### src/rtl/hw_input_conditioner.sv
// -----------------------------------------------------------------------------
// hw_input_conditioner
//
// Front end for the hardware-value decoder. Four raw push-buttons and four
// slide switches are synchronised, debounced and turned into discrete events.
// Events are queued as pending bits and handed to the decoder one at a time as
// a one-hot hardware_value under a valid/ack handshake.
//
// Optional feature macro: HW_INPUT_AUTO_REPEAT_EN
//   defined   : a held button re-issues its press event every REPEAT_CYCLES
//   undefined : exactly one event per press
//
// Ports:
//   clk            in   rising-edge system clock
//   reset          in   synchronous, active-high; clears all state
//   raw_btn[3:0]   in   asynchronous buttons [0]=wb [1]=sb [2]=eb [3]=nb
//   raw_sw[3:0]    in   asynchronous switches, [n]=swn
//   hw_ack         in   decoder has consumed hardware_value
//   hardware_value out  one-hot event: b0 wb, b1 sb, b2 eb, b3 nb,
//                       b4 sw3, b5 sw2, b6 sw1, b7 sw0; 0 when not valid
//   hw_valid       out  hardware_value holds an event
//   sw_level[3:0]  out  debounced switch levels
//   overrun        out  sticky; an event hit an already-pending bit
// -----------------------------------------------------------------------------
module hw_input_conditioner #(
   parameter int DEBOUNCE_CYCLES = 16,
   parameter int CNT_W           = 16,
   parameter int REPEAT_CYCLES   = 1000
) (
   input  logic       clk,
   input  logic       reset,
   input  logic [3:0] raw_btn,
   input  logic [3:0] raw_sw,
   input  logic       hw_ack,
   output logic [7:0] hardware_value,
   output logic       hw_valid,
   output logic [3:0] sw_level,
   output logic       overrun
);

   // Elaboration-time legality check of the configuration.
   generate
      if ((DEBOUNCE_CYCLES < 2) || (DEBOUNCE_CYCLES > 65535) || (REPEAT_CYCLES < 1) ||
          (longint'(DEBOUNCE_CYCLES - 1) >= (longint'(1) << CNT_W)) ||
          (longint'(REPEAT_CYCLES - 1) >= (longint'(1) << CNT_W))) begin : g_bad_params
         $error("hw_input_conditioner: illegal DEBOUNCE_CYCLES / REPEAT_CYCLES / CNT_W");
      end
   endgenerate

   localparam logic [CNT_W-1:0] DB_LAST = CNT_W'(DEBOUNCE_CYCLES - 1);

   // Input index: [3:0] buttons, [7:4] switches sw0..sw3.
   logic [7:0] raw_all;
   logic [7:0] stable_all;
   logic [7:0] stable_dly_reg;
   logic [7:0] edge_ev;
   logic [7:0] rep_ev;

   assign raw_all = {raw_sw, raw_btn};

   // ---------------------------------------------------------------- debounce
   genvar gi;
   generate
      for (gi = 0; gi < 8; gi++) begin : g_in
         logic             s1_reg;
         logic             s2_reg;
         logic             stable_reg;
         logic [CNT_W-1:0] cnt_reg;

         always_ff @(posedge clk) begin
            if (reset) begin
               s1_reg     <= 1'b0;
               s2_reg     <= 1'b0;
               stable_reg <= 1'b0;
               cnt_reg    <= '0;
            end else begin
               s1_reg <= raw_all[gi];
               s2_reg <= s1_reg;
               // Any matching cycle restarts the count, so only an unbroken
               // run of DEBOUNCE_CYCLES mismatches flips the stable value.
               if (s2_reg == stable_reg) begin
                  cnt_reg <= '0;
               end else if (cnt_reg == DB_LAST) begin
                  stable_reg <= s2_reg;
                  cnt_reg    <= '0;
               end else begin
                  cnt_reg <= cnt_reg + 1'b1;
               end
            end
         end

         assign stable_all[gi] = stable_reg;
      end
   endgenerate

   always_ff @(posedge clk) begin
      if (reset) begin
         stable_dly_reg <= '0;
      end else begin
         stable_dly_reg <= stable_all;
      end
   end

   assign sw_level = stable_all[7:4];

   // ------------------------------------------------------------------ events
   // Buttons fire on press only; switches fire on either edge. Switch sw<k>
   // lands in hardware_value bit 7-k.
   generate
      for (gi = 0; gi < 4; gi++) begin : g_ev
         assign edge_ev[gi]     = stable_all[gi] & ~stable_dly_reg[gi];
         assign edge_ev[7 - gi] = stable_all[4 + gi] ^ stable_dly_reg[4 + gi];
      end
   endgenerate

`ifdef HW_INPUT_AUTO_REPEAT_EN
   localparam logic [CNT_W-1:0] REP_LAST = CNT_W'(REPEAT_CYCLES - 1);

   generate
      for (gi = 0; gi < 4; gi++) begin : g_rep
         logic             held;
         logic [CNT_W-1:0] rep_cnt_reg;

         // held rises on the same edge the press event is registered, so the
         // first repeat lands REPEAT_CYCLES cycles after the press event.
         assign held = stable_all[gi] & stable_dly_reg[gi];

         always_ff @(posedge clk) begin
            if (reset || !held) begin
               rep_cnt_reg <= '0;
            end else if (rep_cnt_reg == REP_LAST) begin
               rep_cnt_reg <= '0;
            end else begin
               rep_cnt_reg <= rep_cnt_reg + 1'b1;
            end
         end

         assign rep_ev[gi] = held && (rep_cnt_reg == REP_LAST);
      end
   endgenerate

   assign rep_ev[7:4] = 4'b0000;
`else
   assign rep_ev = 8'h00;
`endif

   // ------------------------------------------------------- pending + handshake
   typedef enum logic {ST_IDLE, ST_HOLD} state_t;

   state_t     state_reg, state_next;
   logic [7:0] value_reg, value_next;
   logic [7:0] pending_reg, pending_next;
   logic       overrun_reg, overrun_next;
   logic [7:0] clear_bits;

   always_ff @(posedge clk) begin
      if (reset) begin
         state_reg   <= ST_IDLE;
         value_reg   <= 8'h00;
         pending_reg <= 8'h00;
         overrun_reg <= 1'b0;
      end else begin
         state_reg   <= state_next;
         value_reg   <= value_next;
         pending_reg <= pending_next;
         overrun_reg <= overrun_next;
      end
   end

   always_comb begin
      state_next = state_reg;
      value_next = value_reg;
      clear_bits = 8'h00;
      case (state_reg)
         ST_IDLE: begin
            if (pending_reg != 8'h00) begin
               // Isolate the lowest set bit: wb has the highest priority.
               value_next = pending_reg & (~pending_reg + 8'd1);
               state_next = ST_HOLD;
            end
         end
         ST_HOLD: begin
            if (hw_ack) begin
               clear_bits = value_reg;
               value_next = 8'h00;
               state_next = ST_IDLE;
            end
         end
         default: begin
            value_next = 8'h00;
            state_next = ST_IDLE;
         end
      endcase

      // A new event in the ack cycle wins over the clear and is not an overrun.
      // Repeat events merge silently and never flag overrun.
      pending_next = (pending_reg & ~clear_bits) | edge_ev | rep_ev;
      overrun_next = overrun_reg | (|(edge_ev & pending_reg & ~clear_bits));
   end

   assign hardware_value = value_reg;
   assign hw_valid       = (state_reg == ST_HOLD);
   assign overrun        = overrun_reg;

endmodule

### config.mk
export PLATFORM = sky130hd
export DESIGN_NAME = hw_input_conditioner
export DESIGN_NICKNAME = d
export VERILOG_FILES = /design/src/rtl/hw_input_conditioner.sv
export SDC_FILE = /design/constraint.sdc
export NUM_CORES = 1
export LEC_CHECK = 0
export ABC_AREA = 1
export CAP_MARGIN = 10
export CORE_MARGIN = 1.5
export CORE_UTILIZATION = 56
export CTS_BUF_LIST = sky130_fd_sc_hd__clkbuf_16
export CTS_CLUSTER_DIAMETER = 80
export CTS_CLUSTER_SIZE = 10
export DETAILED_ROUTE_END_ITERATION = 12
export GPL_TIMING_DRIVEN = 0
export HOLD_SLACK_MARGIN = 0.05
export PLACE_DENSITY = 0.76
export SLEW_MARGIN = 20
export SYNTH_ARGS = -nofsm -noshare
export SYNTH_HDL_FRONTEND = slang
export SYNTH_SLANG_ARGS = --single-unit
### constraint.sdc
create_clock -name clk -period 1.5 [get_ports clk]
set_clock_uncertainty 0.2 [all_clocks]
set_input_delay 0.225 -clock clk [delete_from_list [all_inputs] [get_ports clk]]
set_output_delay 0.225 -clock clk [all_outputs]
set_load 0.005 [all_outputs]
==> results of run 1 <==
worst reg2reg max path: stages (launching register included):
cell,delay (ns)
dfxtp_2,0.35
ha_4,0.15
nand2_4,0.06
nor2_4,0.13
inv_2,0.06
nor2_2,0.11
nand2_2,0.09
nand2_4,0.09
buf_6,0.11
buf_8,0.11
nor2_1,0.04
layout by cell type, fill, tap and decap left out, types with 27 or more instances in the layout:
cell type,instances
buf_4,59
nor2_4,27
a21oi_2,55
dfxtp_1,145
buf_6,35
nand4_1,59
a21oi_1,37
nor2_2,56
nand3_1,90
nand2_1,193
nor2_1,152
inv_1,155
where the power goes:
group          leakage [nW]  internal (mW)  total, mW  switching (mW)
combinational          2.23          0.116      0.255           0.139
clock                 0.282           2.44       4.34            1.90
sequential             1.46           4.74       4.75          0.0138
total                  3.97           7.29       9.35            2.05
routing by layer:
| metal | global-route usage (%) | wire (µm) | vias to the layer above |
|---|---|---|---|
| met5 | 0 | 0 | - |
| met1 | 30.9 | 9090 | 3864 |
| li1 | - | - | 4115 |
| met2 | 44.2 | 10800 | 252 |
| met4 | 9.22 | 499 | 0 |
| met3 | 5.43 | 919 | 54 |
cells by family (layout without fill, tap and decap cells):
logic type	count (synthesis)	count (layout)	share of synthesized area, %
XOR/XNOR	35	35	3.67
adder cells (fa/ha/maj)	8	8	1.20
flip-flops	178	178	42.7
AND/OR/NAND/NOR	663	663	34.8
AO/OA/AOI/OAI	122	122	8.05
buffers and inverters	193	336	9.64
layout make-up:
type / instances / area, µm²
clock inverters: 15 / 140
repair buffers: 112 / 1040
flip-flops and latches: 178 / 3630
fillers: 1011 / 3350
clock buffers: 17 / 425
plain buffers: 19 / 184
inverters: 173 / 662
well taps: 184 / 230
multi-input cells: 828 / 4880
timing repair:
action,4_1_cts,5_1_grt
gates resized for setup,140,214
setup endpoints to repair,153,147
cloned,7,0
endpoints found under the hold margin,5,0
pin swaps,39,56
hold buffers,2,0
buffers inserted,61,25
stage by stage:
stage	instances	power [mW]	instance area, µm²	TNS (ns)	hold slack (ns)
after CTS	1506	9.38	10400	-1.96	0.0616
after global routing	1526	9.61	11200	-10.21	0.124
after floorplan	1199	4.97	8460	-0.110	0.132
final	1526	9.35	11200	-3.65	0.0794
after detailed placement	1405	5.03	8910	-17.31	0.194
after global placement	1405	5.03	8910	-14.96	0.192
worst min path at each step:
stage,to,cells after the start,slack [ns]
final,g_in[4].s1_reg,3,0.08
after global placement,g_in[4].s2_reg,2,0.19
after CTS,g_in[3].s1_reg,3,0.06
after floorplan,g_in[0].s1_reg,2,0.13
after detailed placement,g_in[4].s2_reg,2,0.19
after global routing,g_in[3].s1_reg,3,0.12
==> run_results.csv, run 1 <==
group,metric,value,unit
clock_tree,cts_made_buffers,17,
timing,period_share,107,%
outcome,violations,"setup timing",
grt,grt_max_degree,17,
critical_path,cp-startpoint,"g_in[2].cnt_reg[1]",
synth,synthCells,1199,
detailed_routing,ant_nets,0,
grt,grt_overflow_total,0,
floorplanning,dieArea,15700,µm²
timing,slew_viol_final,0,
timing,min_period,1.60,ns
critical_path,cp_slowest_cell,"dfxtp_2",
critical_path,cp-end-kind,"register",
final_layout,final_layout_size_suffix_gt1_share,30.0,%
detailed_routing,vias,8285,
detailed_routing,drc,0,
critical_path,criticalPathCategory,"register to register",
outcome,outcome,"finished, violations left",
critical_path,slowest_delay,0.35,ns
clock_tree,clk_pin_slew,0.07,ns
hold_path,worstHoldStart,"reset",
synth,synth_commonest_cells,"nor2_1, nand2_1, dfxtp_1, inv_1, nand3_1",
placement,gp_congestion,0.901,
critical_path,r2r_cells,10,
clock_tree,cts_buffer_depth,2,
synth,synth_edf_count,0,
critical_path,path_max_fanout,5,
synth,ys.flop_type,"dfxtp_1",
timing,setup_viol,82,
critical_path,critPathLaunchType,"register",
final_layout,fin_util,77.0,%
clock_tree,cts_sinks,178,
critical_path,cp-endpoint,"g_in[2].cnt_reg[5]",
synth,syn_area_per_cell,6.96,µm²
synth,ys_async_sr_fraction,0,%
synth,synth.distinct_cells,30,
final_layout,antennaDiodeCount,0,
floorplanning,die_y,125,µm
detailed_routing,first_iter_violations,572,
synth,yosysTopAreaCell,"dfxtp_1",
grt,grt_pass1_wl,33.2,mm
timing,rsz0062_at_grt,"true",
synth,synth_nets,1218,
synth,yosysWarningCount,0,
timing,fmax,623,MHz
grt,antenna_found_initial,0,
grt,grt_util_all_layers,25.4,%
power,power_density,836,nW/µm²
synth,yosysSeqAreaShare,42.7,%
clock_tree,root_buffer,"clkbuf_16",
floorplanning,initial_core_util,57.4,%
placement,numPortBuffers,22,
detailed_routing,wl_per_cell,14.0,µm
run,cap_violations,0,
floorplanning,core-area,14500,µm²
critical_path,path_delay_family,"simple AND/OR/NAND/NOR gates",
synth,synth_seq_cells,178,
critical_path,r2r_slack,-0.10,ns
critical_path,critPathBufInv,3,
detailed_routing,routed_wl,21.3,mm
floorplanning,top_level_ports,25,
critical_path,worstPathCellList,"ha_4 -> nand2_4 -> nor2_4 -> inv_2 -> nor2_2 -> nand2_2 -> nand2_4 -> buf_6 -> buf_8 -> nor2_1",
power,p_leak,3.97,nW
floorplanning,num_rows,44,
placement,post-place-ws,-0.234,ns
grt,grt_pass1_vias,7526,
final_layout,syn_to_final_growth,34.0,%
synth,yosysMostFrequentCell,"nor2_1",
critical_path,rr_endpoint,"g_in[2].cnt_reg[5]",
detailed_routing,viasPerCell,5.43,
timing,hold_viol,0,
placement,dpl.hpwl,12.4,mm
critical_path,cp_common_cell,"nand2_4",
power,peakVddDrop,0.000874,V
clock_tree,clk_latency,0.43,ns
critical_path,worstPathArrival,1.73,ns
synth,syn_area,8350,µm²
clock_tree,cts_tree,"built",
clock_tree,htreeDepth,4,
final_layout,num-nets-final,1348,
critical_path,critical_path_depth,10,
critical_path,crit_required,1.63,ns
synth,synth_top_cell_area_share,42.7,%
timing,tightest_slew,0.562,ns
timing,relSlewSlack,62.6,%
hold_path,min_path_type,"input port to register",
detailed_routing,dr.pass1.iters,8,
final_layout,largest_reg_flops,128,
synth,synth_area_leaders,"dfxtp_1, nor2_1, nand2_1",
timing,fin_ws,-0.104,ns
floorplanning,die_width,125,µm
critical_path,timing.rr.start,"g_in[2].cnt_reg[1]",
(Power assumes the default switching activity.)
==> run 2, diff against run 1 <==
- CORE_UTILIZATION: 56 -> 64
- PLACE_DENSITY: 0.76 -> 0.82
- TNS_END_PERCENT: unset -> 100
- clock period: 1.5 -> 1.9 ns (I/O delays scaled with it)
==> run_results.csv, run 2 (synthesis gave the netlist of run 1 again) <==
group,metric,value,unit
timing,fmax,541,MHz
critical_path,slowest_delay,0.48,ns
final_layout,final_layout_size_suffix_gt1_share,8.05,%
power,peakVddDrop,0.000784,V
detailed_routing,route.met2.wl,7.96,mm
floorplanning,core-area,12700,µm²
timing,fin_ws,0.0502,ns
detailed_routing,routed_wl,16.8,mm
run,cap_violations,0,
clock_tree,cts_tree,"built",
power,seqPwrFrac,50.9,%
timing,period_share,97.4,%
floorplanning,num_rows,41,
clock_tree,root_buffer,"clkbuf_16",
critical_path,r2r_cells,9,
critical_path,timing.rr.start,"g_in[3].cnt_reg[0]",
power,power_density,782,nW/µm²
critical_path,path_max_fanout,4,
outcome,outcome,"complete, no violations",
detailed_routing,dr_wl_met3,562,µm
final_layout,ff_latch_area,3580,µm²
critical_path,critPathLaunchType,"register",
clock_tree,clk_pin_slew,0.06,ns
detailed_routing,dr.pass1.iters,7,
floorplanning,die_y,117,µm
floorplanning,initial_core_util,65.9,%
final_layout,antennaDiodeCount,0,
detailed_routing,first_iter_violations,614,
detailed_routing,wl_per_cell,11.8,µm
hold_path,worstHoldStart,"hw_ack",
detailed_routing,drc,0,
power,p_sw,1.53,mW
detailed_routing,vias,7446,
timing,min_period,1.85,ns
floorplanning,top_level_ports,25,
hold_path,min_path_type,"input port to register",
detailed_routing,top_layer_used,"met4",
placement,dpl.hpwl,12.2,mm
critical_path,crit_required,1.41,ns
clock_tree,htreeDepth,4,
grt,antenna_found_initial,0,
final_layout,fillers,1081,
timing,tightest_slew,0.514,ns
final_layout,final_cell_mix,"nor2_1, nand2_1, dfxtp_1",
clock_tree,cts_sinks,178,
hold_path,hold_depth,4,
clock_tree,clk_latency,0.43,ns
power,p_leak,3.28,nW
grt,grt_overflow_total,0,
floorplanning,dieArea,13700,µm²
timing,rsz0062_at_grt,"false",
final_layout,syn_to_final_growth,13.0,%
grt,grt_max_degree,17,
timing,setup_viol,0,
clock_tree,cts_buffer_depth,2,
placement,gp_congestion,0.928,
final_layout,final_common_cell,"nor2_1",
timing,slew_viol_final,0,
critical_path,worstPathArrival,1.36,ns
placement,post-place-ws,0.0916,ns
placement,numPortBuffers,22,
final_layout,num-nets-final,1260,
critical_path,r2r_slack,0.13,ns
detailed_routing,ant_nets,0,
power,internal_power,5.85,mW
detailed_routing,viasPerCell,5.22,
final_layout,largest_reg_flops,128,
placement,placed_cell_area,8780,µm²
critical_path,criticalPathCategory,"register to primary output",
detailed_routing,m1WireLength,8.06,mm
final_layout,fin_area,9440,µm²
placement,dp.cells,1393,
timing,relSlewSlack,65.7,%
timing,setup_tns,0,ns
critical_path,rr_endpoint,"g_in[3].cnt_reg[14]",
grt,grt_pass1_wl,28.5,mm
timing,hold_viol,0,
hold_path,hold-path-endpoint,"pending_reg[2]",
critical_path,worstPathCellList,"buf_4 -> clkdlybuf4s50_1",
power,sw_frac_of_total,20.7,%
power,pwr-share-comb,1.7,%
power,clockPowerShare,47.4,%
clock_tree,cts_setup_buffers,0,
grt,grt_util_all_layers,25.9,%
critical_path,cp-end-kind,"primary output",
final_layout,stdcell_count,1426,
floorplanning,die_width,117,µm
clock_tree,cts_made_buffers,17,
critical_path,cp_slowest_cell,"clkdlybuf4s50_1",
grt,grt_pass1_vias,6765,
final_layout,multi_input_area,4010,µm²
run 2: power groups by stage:
stage | clock network [mW] | logic, mW | registers [mW]
detailed placement | 0 | 0.125 | 3.85
global placement | 0 | 0.123 | 3.84
global route | 3.70 | 0.143 | 3.76
finish | 3.50 | 0.128 | 3.76
floorplan | 0 | 0.0816 | 3.84
CTS | 3.55 | 0.128 | 3.76
run 2: area by class of cell:
cell class	count	share of cell area, %
multi-input cells	828	42.5
flip-flops and latches	178	37.9
inverters	173	6.89
clock buffers	17	4.51
repair buffers	23	2.44
well taps	172	2.28
clock inverters	15	1.74
plain buffers	20	1.70
run 2: stage by stage:
stage	util (%)	total power [mW]	hold slack, ns
after CTS	74.1	7.43	0.0855
after floorplan	-	3.92	0.188
after global routing	74.5	7.60	0.138
final	74.5	7.38	0.105
after global placement	69.3	3.97	0.195
after detailed placement	69.3	3.97	0.195
run 2: repair_timing:
item                                    in CTS  in global routing
hold buffers                                 1                  0
endpoints found under the setup margin       4                 65
endpoints found under the hold margin        2                  0
gates resized for setup                      6                 14
pin swaps                                    0                  0
gates cloned                                 0                  0
run 2: per-layer routing:
layer	GRT usage, %	up-vias
li1	-	3933
met1	32.5	3366
met2	44.3	127
met3	5.61	20
met4	8.51	0
met5	0	-
run 2: worst max-delay path by stage:
stage               cells after the start          startpoint                  end  slack (ns)
CTS                                     2  g_in[6].stable_reg          sw_level[2]        0.02
global route                            2  g_in[5].stable_reg          sw_level[1]       0.001
floorplan                               9  g_in[1].cnt_reg[0]  g_in[1].cnt_reg[10]        0.32
global placement                        9  g_in[1].cnt_reg[0]   g_in[1].cnt_reg[7]        0.10
detailed placement                      9  g_in[1].cnt_reg[0]  g_in[1].cnt_reg[10]        0.09
finish                                  2  g_in[4].stable_reg          sw_level[0]        0.05
run 2: critical path: cells and delay by family, from the launching register on:
| family | cells | cell delay [ns] |
|---|---|---|
| DFF | 1 | 0.35 |
| buffers and inverters | 2 | 0.59 |
==> run 3, diff against run 2 <==
- CORE_UTILIZATION: 64 -> 61
- PLACE_DENSITY: 0.82 -> 0.79
- clock period: 1.9 -> 1.8 ns (I/O delays scaled with it)
==> run_results.csv, run 3 (synthesis gave the netlist of run 1 again) <==
group,metric,value,unit
outcome,outcome,"complete, no violations",
grt,grt_overflow_total,0,
hold_path,min_path_type,"input port to register",
clock_tree,root_buffer,"clkbuf_16",
floorplanning,top_level_ports,25,
critical_path,path_max_fanout,2,
timing,setup_tns,0,ns
detailed_routing,ant_nets,0,
timing,relSlewSlack,63.8,%
critical_path,worstPathArrival,1.29,ns
power,p_leak,3.37,nW
grt,antenna_found_initial,0,
final_layout,final_layout_size_suffix_gt1_share,9.82,%
critical_path,criticalPathCategory,"register to primary output",
final_layout,syn_to_final_growth,14.4,%
final_layout,ff_latch_area,3580,µm²
grt,grtUsageMet1,33.0,%
detailed_routing,routed_wl,17.5,mm
clock_tree,cts_sinks,178,
critical_path,crit_required,1.33,ns
timing,slew_viol_final,0,
detailed_routing,drc,0,
floorplanning,dieArea,14400,µm²
clock_tree,cts_buffer_depth,2,
grt,met2_usage,42.1,%
critical_path,critPathBufInv,1,
floorplanning,num_rows,42,
grt,top_usage_layer,"met2",
clock_tree,clk_latency,0.44,ns
final_layout,fin_area,9550,µm²
power,finalPower,7.85,mW
detailed_routing,wl_per_cell,12.2,µm
critical_path,cp_slowest_cell,"clkdlybuf4s50_1",
critical_path,worstPathCellList,"clkdlybuf4s50_1",
timing,tightest_slew,0.544,ns
floorplanning,die_y,120,µm
critical_path,slowest_delay,0.53,ns
detailed_routing,first_iter_violations,624,
final_layout,multi_input_area,4070,µm²
final_layout,num-nets-final,1269,
clock_tree,cts_tree,"built",
floorplanning,core-area,13300,µm²
placement,gp_congestion,0.916,
placement,dp.cells,1397,
clock_tree,clk_pin_slew,0.07,ns
timing,fmax,569,MHz
detailed_routing,vias,7521,
final_layout,antennaDiodeCount,0,
timing,period_share,97.7,%
final_layout,stdcell_count,1439,
power,peakVddDrop,0.000682,V
floorplanning,die_width,120,µm
detailed_routing,dr.pass1.iters,6,
timing,setup_viol,0,
placement,dpl.hpwl,12.2,mm
timing,hold_viol,0,
critical_path,critPathLaunchType,"register",
final_layout,final_cell_mix,"nor2_1, nand2_1, inv_1",
power,power_density,822,nW/µm²
clock_tree,htreeDepth,4,
run,cap_violations,0,
critical_path,path_delay_family,"buffers and inverters",
grt,grt.met3_usage,5.28,%
floorplanning,initial_core_util,62.8,%
grt,grt_util_all_layers,25.5,%
final_layout,largest_reg_flops,128,
timing,holdWs,0.0841,ns
clock_tree,cts_made_buffers,17,
timing,min_period,1.76,ns
placement,placed_cell_area,8790,µm²
final_layout,fillers,1095,
detailed_routing,viasPerCell,5.23,
critical_path,cp-end-kind,"primary output",
grt,grt_max_degree,17,
grt,grt_pass1_wl,30.0,mm
placement,numPortBuffers,22,
grt,grt_pass1_vias,6897,
final_layout,final_common_cell,"nor2_1",
[run 3: cell count changes in the layout (fill, tap and decap cells not counted), sizes merged, moves of 2 or more]
cell,previous run,this run
clkinv,11,8
buf,16,25
clkdlybuf4s50,20,10
dlygate4sd2,0,12
inv,173,175
[run 3: worst min-delay path, cell delays in order]
cell	delay (ns)
buf_2	0.16
nand3_1	0.11
a21oi_1	0.06
nor2_1	0.07
[run 3: layout make-up]
| type | instances | area share (%) |
|---|---|---|
| sequential | 178 | 37.5 |
| tap | 176 | 2.30 |
| timing repair buffer | 33 | 3.04 |
| buffer | 19 | 1.60 |
| clock inverter | 15 | 1.75 |
| multi-input combinational | 828 | 42.6 |
| inverter | 173 | 6.81 |
| clock buffer | 17 | 4.45 |
[run 3: final timing paths]
path                           start  cells past startpoint  slack (ns)                   to
setup / recovery            hw_valid                      1        0.04             hw_valid
hold / removal                hw_ack                      4        0.08       pending_reg[1]
setup reg to reg  g_in[5].cnt_reg[0]                      9        0.10  g_in[5].cnt_reg[11]
hold reg to reg       g_in[1].s1_reg                      2        0.20       g_in[1].s2_reg
[run 3: layer usage]
metal	share of wire, %	wire length (µm)
met4	1.6	279
met5	0	0
met1	46	8140
met3	4.3	757
met2	48	8360
[run 3: through the flow]
stage	setup WS (ns)	util [%]
floorplan	0.218	-
finish	0.0422	71.9
detailed placement	-0.0140	66.1
CTS	0.00187	70.9
global route	-0.00677	71.9
global placement	-0.00390	66.1
[run 3: timing repair]
item / in CTS / in global routing
cloned: 0 / 0
hold endpoints to repair: 2 / 0
gates resized for setup: 20 / 29
setup endpoints to repair: 25 / 82
setup buffers: 4 / 6
pin swaps: 0 / 4
hold buffers: 1 / 0
[run 3: power breakdown]
part | internal, mW | total [mW] | switching [mW]
logic | 0.0529 | 0.137 | 0.0840
clock network | 2.17 | 3.75 | 1.57
registers | 3.96 | 3.97 | 0.00959
